### src/rtl/gain_pkg.sv
// Shared types and helpers for the gain ramp / gain multiplier blocks.
package gain_pkg;

    typedef enum logic [1:0] {
        StIdle,
        StUp,
        StDown
    } ramp_state_e;

    // Unity gain in ufi(w, w/2) format.
    function automatic logic [31:0] coef_unity(input int unsigned w);
        return 32'd1 << (w / 2);
    endfunction

endpackage

### src/rtl/gain_ramp_step.sv
// Combinational ramp step: moves coef one step toward eff, clamped so it never overshoots.
module gain_ramp_step
    import gain_pkg::*;
#(
    parameter int unsigned COEF_WDT = 16
) (
    input  logic [COEF_WDT-1:0] coef_i,
    input  logic [COEF_WDT-1:0] eff_i,
    input  logic [COEF_WDT-1:0] step_i,
    output logic [COEF_WDT-1:0] coef_nxt_o,
    output ramp_state_e         dir_o
);

    logic [COEF_WDT:0] diff_up;
    logic [COEF_WDT:0] diff_dn;
    logic [COEF_WDT:0] step_ext;

    always_comb begin
        step_ext   = {1'b0, step_i};
        diff_up    = {1'b0, eff_i} - {1'b0, coef_i};
        diff_dn    = {1'b0, coef_i} - {1'b0, eff_i};
        dir_o      = StIdle;
        coef_nxt_o = coef_i;
        // The add/subtract only happens when the remaining distance exceeds step, so no wrap.
        if (coef_i < eff_i) begin
            dir_o      = StUp;
            coef_nxt_o = (diff_up <= step_ext) ? eff_i : coef_i + step_i;
        end else if (coef_i > eff_i) begin
            dir_o      = StDown;
            coef_nxt_o = (diff_dn <= step_ext) ? eff_i : coef_i - step_i;
        end
        if (step_i == '0) begin
            coef_nxt_o = eff_i;
        end
    end

endmodule

### src/rtl/gain_ramp.sv
// Sample pipeline plus zipper-free gain coefficient ramp feeding the gain multiplier.
// Optional mute input enabled by defining GAIN_RAMP_MUTE_EN.
module gain_ramp
    import gain_pkg::*;
#(
    parameter int unsigned          A_WDT      = 16,
    parameter int unsigned          COEF_WDT   = 16,
    parameter logic [COEF_WDT-1:0]  RESET_COEF = COEF_WDT'(coef_unity(COEF_WDT))
) (
    input  logic                clk,
    input  logic                reset,
    input  logic                st,
    input  logic [A_WDT-1:0]    a,
    input  logic [COEF_WDT-1:0] tgt,
    input  logic                tgt_we,
    input  logic [COEF_WDT-1:0] step,
`ifdef GAIN_RAMP_MUTE_EN
    input  logic                mute,
`endif
    output logic                st_o,
    output logic [A_WDT-1:0]    a_o,
    output logic [COEF_WDT-1:0] coef,
    output logic                busy
);

    logic                st_q, st_d;
    logic [A_WDT-1:0]    a_q, a_d;
    logic [COEF_WDT-1:0] coef_q, coef_d;
    logic [COEF_WDT-1:0] tgt_q, tgt_d;
    ramp_state_e         state_q, state_d;

    logic [COEF_WDT-1:0] eff_cur, eff_nxt;
    logic [COEF_WDT-1:0] coef_step;
    ramp_state_e         dir_cur;

`ifdef GAIN_RAMP_MUTE_EN
    assign eff_cur = mute ? '0 : tgt_q;
    assign eff_nxt = mute ? '0 : tgt_d;
`else
    assign eff_cur = tgt_q;
    assign eff_nxt = tgt_d;
`endif

    gain_ramp_step #(
        .COEF_WDT(COEF_WDT)
    ) u_step (
        .coef_i    (coef_q),
        .eff_i     (eff_cur),
        .step_i    (step),
        .coef_nxt_o(coef_step),
        .dir_o     (dir_cur)
    );

    always_comb begin
        st_d   = st;
        a_d    = st ? a : a_q;
        tgt_d  = tgt_we ? tgt : tgt_q;
        // Step uses the old target on a coincident write; new target applies from the next strobe.
        coef_d = st ? coef_step : coef_q;
        if (coef_d == eff_nxt) begin
            state_d = StIdle;
        end else if (coef_d < eff_nxt) begin
            state_d = StUp;
        end else begin
            state_d = StDown;
        end
    end

    always_ff @(posedge clk or posedge reset) begin
        if (reset) begin
            st_q    <= 1'b0;
            a_q     <= '0;
            coef_q  <= RESET_COEF;
            tgt_q   <= RESET_COEF;
            state_q <= StIdle;
        end else begin
            st_q    <= st_d;
            a_q     <= a_d;
            coef_q  <= coef_d;
            tgt_q   <= tgt_d;
            state_q <= state_d;
        end
    end

    assign st_o = st_q;
    assign a_o  = a_q;
    assign coef = coef_q;
    assign busy = (state_q != StIdle);

    logic unused_dir;
    assign unused_dir = ^dir_cur;

endmodule

### config.mk
export PLATFORM = sky130hd
export DESIGN_NAME = gain_ramp
export DESIGN_NICKNAME = d
export VERILOG_FILES = /design/src/rtl/gain_pkg.sv /design/src/rtl/gain_ramp_step.sv /design/src/rtl/gain_ramp.sv
export SDC_FILE = /design/constraint.sdc
export NUM_CORES = 1
export LEC_CHECK = 0
export ABC_AREA = 1
export CORE_AREA = 5 5 119 121
export CTS_CLUSTER_SIZE = 14
export DETAILED_ROUTE_END_ITERATION = 12
export DIE_AREA = 0 0 124 126
export PLACE_DENSITY = 0.83
export SYNTH_ARGS = -nofsm -noshare
export SYNTH_HDL_FRONTEND = slang
export SYNTH_SLANG_ARGS = --single-unit
### constraint.sdc
create_clock -name clk -period 6.9 [get_ports clk]
set_clock_uncertainty 0.2 [all_clocks]
set_input_delay 1.035 -clock clk [delete_from_list [all_inputs] [get_ports clk]]
set_output_delay 1.035 -clock clk [all_outputs]
set_load 0.005 [all_outputs]
Word level (Yosys, flattened, before mapping)
Index checks and enable logic that the tools add are counted.

operators by class
  $add $sub $neg = 4
  multiply operators = 0
  divide/modulo/power cells = 0
  magnitude comparators = 5
  equality and inequality tests = 1
  shifts and indexed selects = 0
  mux-type cells = 9
  bitwise logic cells = 0
  reductions and logical operators = 2

operators with widths
  cell                                       count
  two-way mux 16 bit                         7
  less-or-equal comparator 17 x 16 -> 1 bit  2
  subtractor 16 x 16 -> 17 bit               2
  < comparator 16 bit                        2
  adder 16 bit                               1
  == test 16 bit                             1
  > comparator 16 bit                        1
  logical NOT 16 bit                         1
  subtractor 16 bit                          1
  two-way mux 2 bit                          2
  nonzero test 2 bit                         1

word-level totals
  flip-flop bits (word level) = 51
  latch bits = 0
  bits in writable memories = 0
  ROM bits = 0
  memories = 0

Longest topological paths before layout
  depth after elaboration = 10
  gate-level depth with buffers = 38

Cells and area by module
A second synthesis with hierarchy kept.

second synthesis, totals
  cells, all modules = 1101
  area, all modules = 7922.6 sq um

modules (own cells, without submodules)
  module          instances  cells each  area an instance (sq um)
  gain_ramp_step  1          885         5400.2
  gain_ramp       1          216         2522.4

Worst setup path before layout
OpenSTA, ideal clock, no wires.

  kind = register to register
  start point = register coef_q[2] (netlist: coef[2])
  end point = register state_q[1]
  arrival = 4.331 ns
  data required time = 6.569 ns
  slack = 2.238 ns
  stages on the path, launching flop included = 33
  path buffers = 2
  period minus slack after synthesis = 4.662 ns
  path through = dfrtp_1 inv_1 ha_1 buf_2 a21oi_1 inv_1 a21oi_1 inv_1 a21oi_1 inv_1 a21oi_1 xor2_1 inv_1 ha_1 nand2_1 nor3_1 inv_1 nor2_4 nand2_1 nand3_2 nand2_4 buf_12 o211ai_2 nand3_1 nand2_1 nand2_1 ha_1 nand2_1 inv_1 a221oi_1 o221ai_1 nand2_1 a21oi_1

on the way
  cells in the longest elaborated chain, start to end = 10
  elaborated cells on any way between the ends = 18
  those cells by class = 4 x add/sub; 5 x order compare; 1 x eq/ne; 8 x mux

RTL lines
  element                                    RTL line              RTL
  from (decl)                                gain_ramp.sv:28       logic [COEF_WDT-1:0] coef_q, coef_d;
  from (signal assigned)                     gain_ramp.sv:79       coef_q <= coef_d;
  subtractor 16 x 16 -> 17 bit               gain_ramp_step.sv:21  diff_dn = {1'b0, coef_i} - {1'b0, eff_i};
  less-or-equal comparator 17 x 16 -> 1 bit  gain_ramp_step.sv:30  coef_nxt_o = (diff_dn <= step_ext) ? eff_i : coef_i - step_i;
  two-way mux 16 bit                         gain_ramp_step.sv:30
  two-way mux 16 bit                         gain_ramp_step.sv:28  end else if (coef_i > eff_i) begin
  two-way mux 16 bit (*)                     gain_ramp_step.sv:25  if (coef_i < eff_i) begin
  two-way mux 16 bit (*)                     gain_ramp_step.sv:32  if (step_i == '0) begin
  two-way mux 16 bit (*)                     gain_ramp.sv:59       coef_d = st ? coef_step : coef_q;
  via coef_d[3]                              gain_ramp.sv:28
  < comparator 16 bit                        gain_ramp.sv:62       end else if (coef_d < eff_nxt) begin
  two-way mux 2 bit                          gain_ramp.sv:62
  two-way mux 2 bit (*)                      gain_ramp.sv:60       if (coef_d == eff_nxt) begin
  via state_d[1]                             gain_ramp.sv:30       ramp_state_e state_q, state_d;
  to (signal assigned)                       gain_ramp.sv:75       state_q <= StIdle;
  to (signal assigned)                       gain_ramp.sv:81       state_q <= state_d;
  to (decl)                                  gain_ramp.sv:30

Mark *: on every way through the listed nets, which the timed path passes. The rest lies on a longest branch.
A chain may end at the register's enable or synchronous reset.

Final worst setup path
  start point = register coef_q[1] (netlist: coef[1])
  end point = register state_q[0]

on the way
  cells in the longest elaborated chain, start to end = 10
  elaborated cells on any way between the ends = 18
  those cells by class = 4 x add/sub; 5 x order compare; 1 x eq/ne; 8 x mux

RTL lines
  element                                    RTL line
  subtractor 16 x 16 -> 17 bit               gain_ramp_step.sv:21
  less-or-equal comparator 17 x 16 -> 1 bit  gain_ramp_step.sv:30
  two-way mux 16 bit                         gain_ramp_step.sv:30
  two-way mux 16 bit                         gain_ramp_step.sv:28
  two-way mux 16 bit                         gain_ramp_step.sv:25
  two-way mux 16 bit                         gain_ramp_step.sv:32
  two-way mux 16 bit (*)                     gain_ramp.sv:59
  via coef_d[1]                              gain_ramp.sv:28
  < comparator 16 bit                        gain_ramp.sv:62
  two-way mux 2 bit                          gain_ramp.sv:62
  two-way mux 2 bit (*)                      gain_ramp.sv:60
  via state_d[0]                             gain_ramp.sv:30

Marks and branches as above.

==> metrics list <==
- After Yosys synthesis, XOR and XNOR cells account for ~6.1% of the synthesized area.
- OpenSTA, run right after detailed placement, puts the worst setup slack at slightly below 1 ns.
- Compared with the post-synthesis result, the final layout area differs by 14.0%.
- Of the total synthesized cell area, the portion taken by full adders, half adders and majority gates is between 10% and 20%.
* 1st-pass router iterations: 6
* Critical Path Source Type: flop
* Wire length reported by the detailed router: 23900 um
- The longest clock path from root to sink contains 2 buffers.
- Width of the chip: 124 um
* Slew at the pin closest to its max-slew limit: just over 1 ns
* Total clock sinks: slightly above 50
- Setup repair after global routing missed its margin: no
- Summing the areas of all compound-gate instances in the mapped netlist gives between 10% and 20% of the synthesized area.
- The top cell types in the final layout, fill and taps aside, are sky130_fd_sc_hd__nand2_1 (286), sky130_fd_sc_hd__inv_1 (184), sky130_fd_sc_hd__ha_1 (109), sky130_fd_sc_hd__clkdlybuf4s50_1 (85), sky130_fd_sc_hd__a21oi_1 (77).
- Routed via count: a little under 8000
- The total area inside the core boundary comes to around 13000 sq um.
- On the critical path the largest part of the delay comes from simple AND/OR/NAND/NOR gates.
* Clock transition at the register clock pins on the worst setup and hold paths after CTS: roughly 0.07 ns
* Floorplan die height: between 100 and 150 um
- By area, the combinational part of the netlist is dominated by simple AND/OR/NAND/NOR gates.
* Post-synthesis instance area: 7570 sq um
* Global Route Usage Sum: a little under a third
- Counting I/O delays and the setup requirement, the final critical path takes around 6 ns.
* Count of cells resized by post-cts repair: 0
- Peak fanout along the critical path: 12
- Worst Slack Setup Final: roughly 0.81 ns
- The critical path contains buffers and inverters numbering 7 combined.
- Setup violations remaining at the end of the flow were counted as 0.
- Counting buffers and inverters, the worst setup path is 37 cells deep.
- Leaving out fill and tap cells, the most frequent cell in the layout is sky130_fd_sc_hd__nand2_1.
- Mux cell area share after synthesis: 0%
- Total Die Area: approximately 16000 sq um
- Cell at the root of the clock tree: sky130_fd_sc_hd__clkbuf_16
* First-iteration detailed-routing DRC count: between 600 and 700
* Max Clk Rate: about 160 MHz
* Via density per instance: ~5.7
- Once the clock tree was built, the setup fixing pass inserted 0 buffers.
* Endpoint type of the worst setup path: flop
- Total grt overflow: 0
- Share of synthesized registers carrying an async set or reset: between 90% and 100%
- Dividing the final minimum period by the clock period gives roughly nine tenths.
* Placer's final routability congestion estimate: between 1 and 1.5
- Critical path destination: state_q[0]$_DFF_PP0_
- The via count of the first global-routing pass is between 7000 and 8000.
* CP Data Arrival Time: around 6.1 ns
* Number of cell rows: 42
- Max-cap violation count: 0
- VDD IR max: 0.000281 V
- Cell Pwr Density: approximately 540 nW/um^2
- DRC violation count after routing: 0
* Ys Warns: 0
- Count of different cell masters after synthesis: a little over 50
- In this run, synthesis inferred 0 flip-flops with an integrated enable.
- Tracing the worst setup path back leads to its startpoint at coef[1]$_DFF_PP0_.
* Pin count of the biggest net entering global routing: 52
- Max Transition Viols Final: 0
* Portion of the post-synthesis area used by sequential elements: around 17%
- Detailed-placement wirelength estimate: around 20000 um
- CTS Hold Buffers Added: 0
- Number of flip-flops and latches in the synthesized netlist: between 50 and 60
- Cell with the biggest individual delay on the critical path: sky130_fd_sc_hd__dfrtp_1
- On the final layout, the worst hold slack is ~0.27 ns.
- Setup TNS: 0 ns
- Critical register-to-register path startpoint: coef[1]$_DFF_PP0_
- Counting the fill cells in the layout gives 1209.
* Share of the core filled with cells in the final layout: roughly two thirds
- The count of buffers added on input and output ports is 85.
* Primary flip-flop cell chosen by synthesis mapping: sky130_fd_sc_hd__dfrtp_1
* Reg2reg end: state_q[0]$_DFF_PP0_
- The flow ran to the end, and the final reports show no timing, DRC or antenna violations.
- Averaged over all synthesized cells, the footprint is 6.65 sq um.
- Most frequent cell on the critical path: sky130_fd_sc_hd__nand2_1
- Maximum cell stage delay along the critical path: around 0.70 ns
- First-pass GRT wire length: approximately 38000 um
- The min-delay analysis places its worst path in the category reg -> reg.
- Cell count after placement: around 1400
- In this run the static leakage power is 4.61 nW.
* Final cell count without fillers: around 1400
- After detailed routing, the average wire length per cell comes to ~17 um.
- Number of instances in the synthesized netlist: between 1000 and 1500
- Buffers inserted during clock tree synthesis total 5.
- Clock tree from TritonCTS: built
- In this run the remaining antenna-violating nets after routing total 0.
- Across all register-to-register paths, the minimum setup slack is roughly 0.81 ns.
- Initial antenna violation count: 0
- The number of hold-slack violations in the final timing report is 0.
- Final nets: 1358
* Number of inserted diodes: 0
- Simple-gate portion of the synthesized area: between 30% and 40%
- Fraction of final layout cells sized beyond drive strength 1: under 10%
- Net count of the mapped netlist: between 1000 and 1500
- Clock network latency to the later pin of the worst-skew pair: about 0.3 ns
* Worst relative slew slack: a little under a third
- In this run the count of I/O pins placed on the die edge is 86.
* Level count of the clock H-tree: 2
- The initial utilization of the core area, before any placement, comes to between 50% and 60%.
- Data on the critical path is required at its endpoint by roughly 6.9 ns.
* Setup CP Type: reg -> reg
- Counting cells, the worst reg-to-reg path comes to 37.
[Yosys cell counts (all sizes together), types with 15 or more instances]
master,instances,share of area (%)
xor2,38,4.4
nand2,306,16
o21ai,57,3.8
nand3,96,7.8
ha,109,18
xnor2,15,1.7
dfrtp,49,16
clkbuf,20,0.99
nand4,20,1.7
nor2,56,3.1
inv,189,9.4
buf,20,2.0
a21oi,88,6.4
[kinds of logic (layout without fill, tap and decap cells)]
logic type | Yosys count | in the layout
DFF | 51 | 51
AOI/OAI and AO/OA | 189 | 189
buffers and inverters | 230 | 286
and+or+nand+nor | 502 | 502
adders and majority gates | 113 | 113
xor gates and xnor gates | 53 | 53
[routing by layer]
| layer | wire length, um | track usage, % | vias up | part of all wire, % |
|---|---|---|---|---|
| li1 | - | - | 3804 | - |
| met1 | 10200 | 41.2 | 3550 | 43 |
| met2 | 11100 | 49.7 | 332 | 46 |
| met3 | 1720 | 5.16 | 56 | 7.2 |
| met4 | 852 | 11.7 | 0 | 3.6 |
| met5 | 0 | 0 | - | 0 |
[worst register-to-register path, delay by kind of cell, from the launching register on]
family | cells | cell delay [ns]
flops | 1 | 0.70
fa+ha+maj | 3 | 0.91
buf+inv | 7 | 0.53
simple gates | 20 | 2.11
compound gates | 6 | 1.36
xor+xnor | 1 | 0.18
[stage by stage]
step,area [sq um],total power [mW]
2_1_floorplan,7570,3.34
3_3_place_gp,8440,4.20
3_5_place_dp,8440,4.24
4_1_cts,8630,4.59
5_1_grt,8630,5.09
6_report,8630,4.65
[state kept, by name, summed over array words and instances, names as in the netlist]
name	cells
eff_cur	16
st_o	1
state_q	2
a_o	16
coef	16
[worst min path at each step]
stage	from	cells after the start	slack, ns	endpoint
3_5_place_dp	a_o[1]$_DFFE_PP0P_	2	0.26	a_o[1]$_DFFE_PP0P_
5_1_grt	a_o[12]$_DFFE_PP0P_	2	0.30	a_o[12]$_DFFE_PP0P_
2_1_floorplan	a_o[0]$_DFFE_PP0P_	2	0.27	a_o[0]$_DFFE_PP0P_
6_report	a_o[12]$_DFFE_PP0P_	2	0.27	a_o[12]$_DFFE_PP0P_
4_1_cts	a_o[12]$_DFFE_PP0P_	2	0.28	a_o[12]$_DFFE_PP0P_
3_3_place_gp	a_o[1]$_DFFE_PP0P_	2	0.25	a_o[1]$_DFFE_PP0P_
[final cells by class]
type	count	area, sq um	share of cell area [%]
multi-input cells	857	5350	62.0
clock buffers	5	125	1.45
inverters	190	713	8.26
clock inverters	3	71.3	0.826
flip-flops and latches	51	1280	14.8
repair buffers	88	873	10.1
well taps	176	220	2.55
[where the power goes]
part           internal (mW)  leakage (nW)  switching [mW]  total (mW)
combinational           1.41          3.92            2.40        3.81
clock                  0.210        0.0959           0.117       0.328
sequential             0.374         0.590           0.141       0.515
No activity file was read; power rests on OpenSTA's default activity.
==> RTL change 1: new RTL, same settings <==
`COEF_WDT` is set to 16 in 2 places; all go to 15.
--- a/src/rtl/gain_ramp_step.sv
+++ b/src/rtl/gain_ramp_step.sv
@@ -2,7 +2,7 @@
 module gain_ramp_step
     import gain_pkg::*;
 #(
-    parameter int unsigned COEF_WDT = 16
+    parameter int unsigned COEF_WDT = 15
 ) (
     input  logic [COEF_WDT-1:0] coef_i,
     input  logic [COEF_WDT-1:0] eff_i,
--- a/src/rtl/gain_ramp.sv
+++ b/src/rtl/gain_ramp.sv
@@ -4,7 +4,7 @@
     import gain_pkg::*;
 #(
     parameter int unsigned          A_WDT      = 16,
-    parameter int unsigned          COEF_WDT   = 16,
+    parameter int unsigned          COEF_WDT   = 15,
     parameter logic [COEF_WDT-1:0]  RESET_COEF = COEF_WDT'(coef_unity(COEF_WDT))
 ) (
     input  logic                clk,
Ports: changed (resized coef, step and tgt); port bits go from 86 to 83. The function was not compared with the original's and may differ.
==> RTL change 1 against the original RTL <==
Synthesized area shrank 9.9%; power decreased by 13%; wire length shrank 14%; worst setup slack better by 0.21 ns; sequential cell count down 2; final area is 9.1% lower; utilization shrank 6.0 points; critical endpoint is now state_q[1]$_DFF_PP0_; largest cell class unchanged; largest power group unchanged.
==> RTL change 1: results <==
{
  "status": "complete, no violations",
  "grt_pass1_wl_mm": 33.6,
  "final.min_clock_period_ns": 5.88,
  "wl_met1_mm": 8.77,
  "seqPwrFrac_pct": 12.1,
  "slowest_stage": "o21ai_0",
  "grt_use_total_pct": 26.7,
  "reg2regPathDepth": 38,
  "timing.rr.end": "state_q[1]$_DFF_PP0_",
  "first_global_vias": 6857,
  "whs_ns": 0.268,
  "grt_start_max_net_pins": 50,
  "gp_congestion": 1.04,
  "wl_met3_mm": 1.68,
  "dr_wl_met2_mm": 9.21,
  "met1_usage_pct": 34.4,
  "vias_per_cell": 5.45,
  "dp_hpwl_mm": 17.1,
  "p_comb_mw": 3.30,
  "wl_per_cell_um": 16.0,
  "use_met2_pct": 43.7,
  "syn_nets": 1204,
  "leakage_nw": 4.28,
  "io_buffer_count": 82,
  "crit-reg2reg-launch": "eff_cur[0]$_DFF_PP0_",
  "min_from": "a_o[11]$_DFFE_PP0P_",
  "max_slew_margin_pct": 33.4,
  "cp_max_fo": 16,
  "cpPeakStageDelay_ns": 0.54,
  "drt_iter0_drc": 607,
  "layout-drive-gt1-share_pct": 3.62,
  "dp_slack_ns": 1.15,
  "vias": 6971,
  "n_antenna_cell": 0,
  "hold_end": "a_o[11]$_DFFE_PP0P_",
  "met3_usage_pct": 5.34,
  "sw_frac_of_total_pct": 57.2,
  "ir_drop_uv": 224,
  "dpl_cell_area_mm2": 0.00769,
  "dp_cells": 1272,
  "firstDrtPassIters": 5,
  "synth.distinct_cells": 45,
  "antenna_left": 0,
  "postSynthAreaPerCell_um2": 6.51,
  "r2r_slack_ns": 1.02,
  "yosys-top-cells-count": "273 x nand2_1, 163 x inv_1, 102 x ha_1",
  "ys_top_cells_by_area": "ha_1 19%, dfrtp_1 17%, nand2_1 15%",
  "ctsResizeCount": 0
}
-- RTL change 1: logic make-up after synthesis --
family / synth area share [%]
xor gates and xnor gates: 5.78
buffers and inverters: 11.9
adders and majority gates: 19.9
and+or+nand+nor: 30.2
AOI/OAI and AO/OA: 14.2
DFF: 18.0
-- RTL change 1: layout make-up --
cell class | instances | area [um2]
Clock inverter | 1 | 5.00
Tap cell | 176 | 220
Sequential cell | 49 | 1230
Inverter | 168 | 631
Fill cell | 1210 | 5130
Timing Repair Buffer | 84 | 836
Clock buffer | 7 | 153
Multi-Input combinational cell | 795 | 4780
-- RTL change 1: worst register-to-register path, delay by kind of cell, from the launching register on --
family | cells | cell delay, ns
AO/OA/AOI/OAI | 6 | 1.34
XOR/XNOR | 1 | 0.12
adder cells (fa/ha/maj) | 4 | 1.20
buffers and inverters | 4 | 0.40
flip-flops | 1 | 0.41
AND/OR/NAND/NOR | 23 | 2.11
==> RTL change 2: new RTL, config.mk and constraints unchanged <==
Made on the original files. The output `st_o` loses its register stage (`st_q` becomes a continuous assignment).
--- a/src/rtl/gain_ramp.sv
+++ b/src/rtl/gain_ramp.sv
@@ -68,19 +68,19 @@
 
     always_ff @(posedge clk or posedge reset) begin
         if (reset) begin
-            st_q    <= 1'b0;
             a_q     <= '0;
             coef_q  <= RESET_COEF;
             tgt_q   <= RESET_COEF;
             state_q <= StIdle;
         end else begin
-            st_q    <= st_d;
             a_q     <= a_d;
             coef_q  <= coef_d;
             tgt_q   <= tgt_d;
             state_q <= state_d;
         end
     end
+
+    assign st_q = st_d;
 
     assign st_o = st_q;
     assign a_o  = a_q;
Check against the original RTL: not equivalent (Yosys sat finds a counterexample within 4 cycles, from zero or initial values and one cycle with reset high).
==> RTL change 2 against the original RTL <==
Largest cell class unchanged; worst setup slack improved by 0.029 ns; power fell by 1.9%; sequential cell count fell by 1; final area fell by 0.77%; non-clock buffer count did not move; die area did not move; critical path depth fell by 5; wire length fell by 2.3%; combinational power barely moved; largest power group unchanged; synthesized area fell by 0.23%.
==> RTL change 2: results <==
{
  "reg2regPathDepth": 32,
  "ys_seq_area_share_pct": 16.6,
  "clockPowerShare_pct": 5.6,
  "synthAdderAreaFrac_pct": 19.1,
  "dp_hpwl_mm": 19.2,
  "synth_compound_area_share_pct": 14.8,
  "wl_met3_mm": 2.05,
  "synthXorXnorAreaFrac_pct": 6.15,
  "grt_pass1_wl_mm": 37.0,
  "ys_top_cells_by_area": "ha_1 18%, dfrtp_1 16%, nand2_1 14%",
  "fillers": 1229,
  "vias_per_cell": 5.64,
  "use_met2_pct": 48.3,
  "sw_frac_of_total_pct": 57.7,
  "grt_use_total_pct": 29.8,
  "dp_cells": 1361,
  "vias": 7716,
  "critPathArrivalTime_ns": 6.02,
  "layout-drive-gt1-share_pct": 6.71,
  "dr_wl_met2_mm": 10.6,
  "met3_usage_pct": 5.47,
  "cp_max_fo": 16,
  "met1_usage_pct": 39.1,
  "dpl_cell_area_mm2": 0.00841,
  "drt-total-wl_mm": 23.3,
  "postSynthAreaPerCell_um2": 6.64,
  "internal_power_mw": 1.93,
  "drt_iter0_drc": 754,
  "grt_start_max_net_pins": 51,
  "status": "complete, no violations",
  "cpPeakStageDelay_ns": 0.51,
  "leakage_nw": 4.57,
  "dp_slack_ns": 1.01,
  "wl_met1_mm": 9.81
}
-- RTL change 2: final cells by class --
type                    count  area [um2]  share of cell area [%]
clock buffers               6         139                    1.62
clock inverters             2        16.3                   0.190
inverters                 190         713                    8.32
multi-input cells         857        5350                    62.5
flip-flops and latches     50        1250                    14.6
well taps                 176         220                    2.57
repair buffers             88         873                    10.2
-- RTL change 2: worst paths after layout --
| path | startpoint | endpoint | slack (ns) |
|---|---|---|---|
| worst min register to register | a_o[15]$_DFFE_PP0P_ | a_o[15]$_DFFE_PP0P_ | 0.27 |
| max in group asynchronous | reset | coef[9]$_DFF_PP0_ | 4.77 |
| worst max-delay path | coef[3]$_DFF_PP0_ | state_q[1]$_DFF_PP0_ | 0.84 |
| min in group asynchronous | reset | a_o[1]$_DFFE_PP0P_ | 1.11 |
| worst max register to register | coef[3]$_DFF_PP0_ | state_q[1]$_DFF_PP0_ | 0.84 |
| worst min-delay path | a_o[15]$_DFFE_PP0P_ | a_o[15]$_DFFE_PP0P_ | 0.27 |
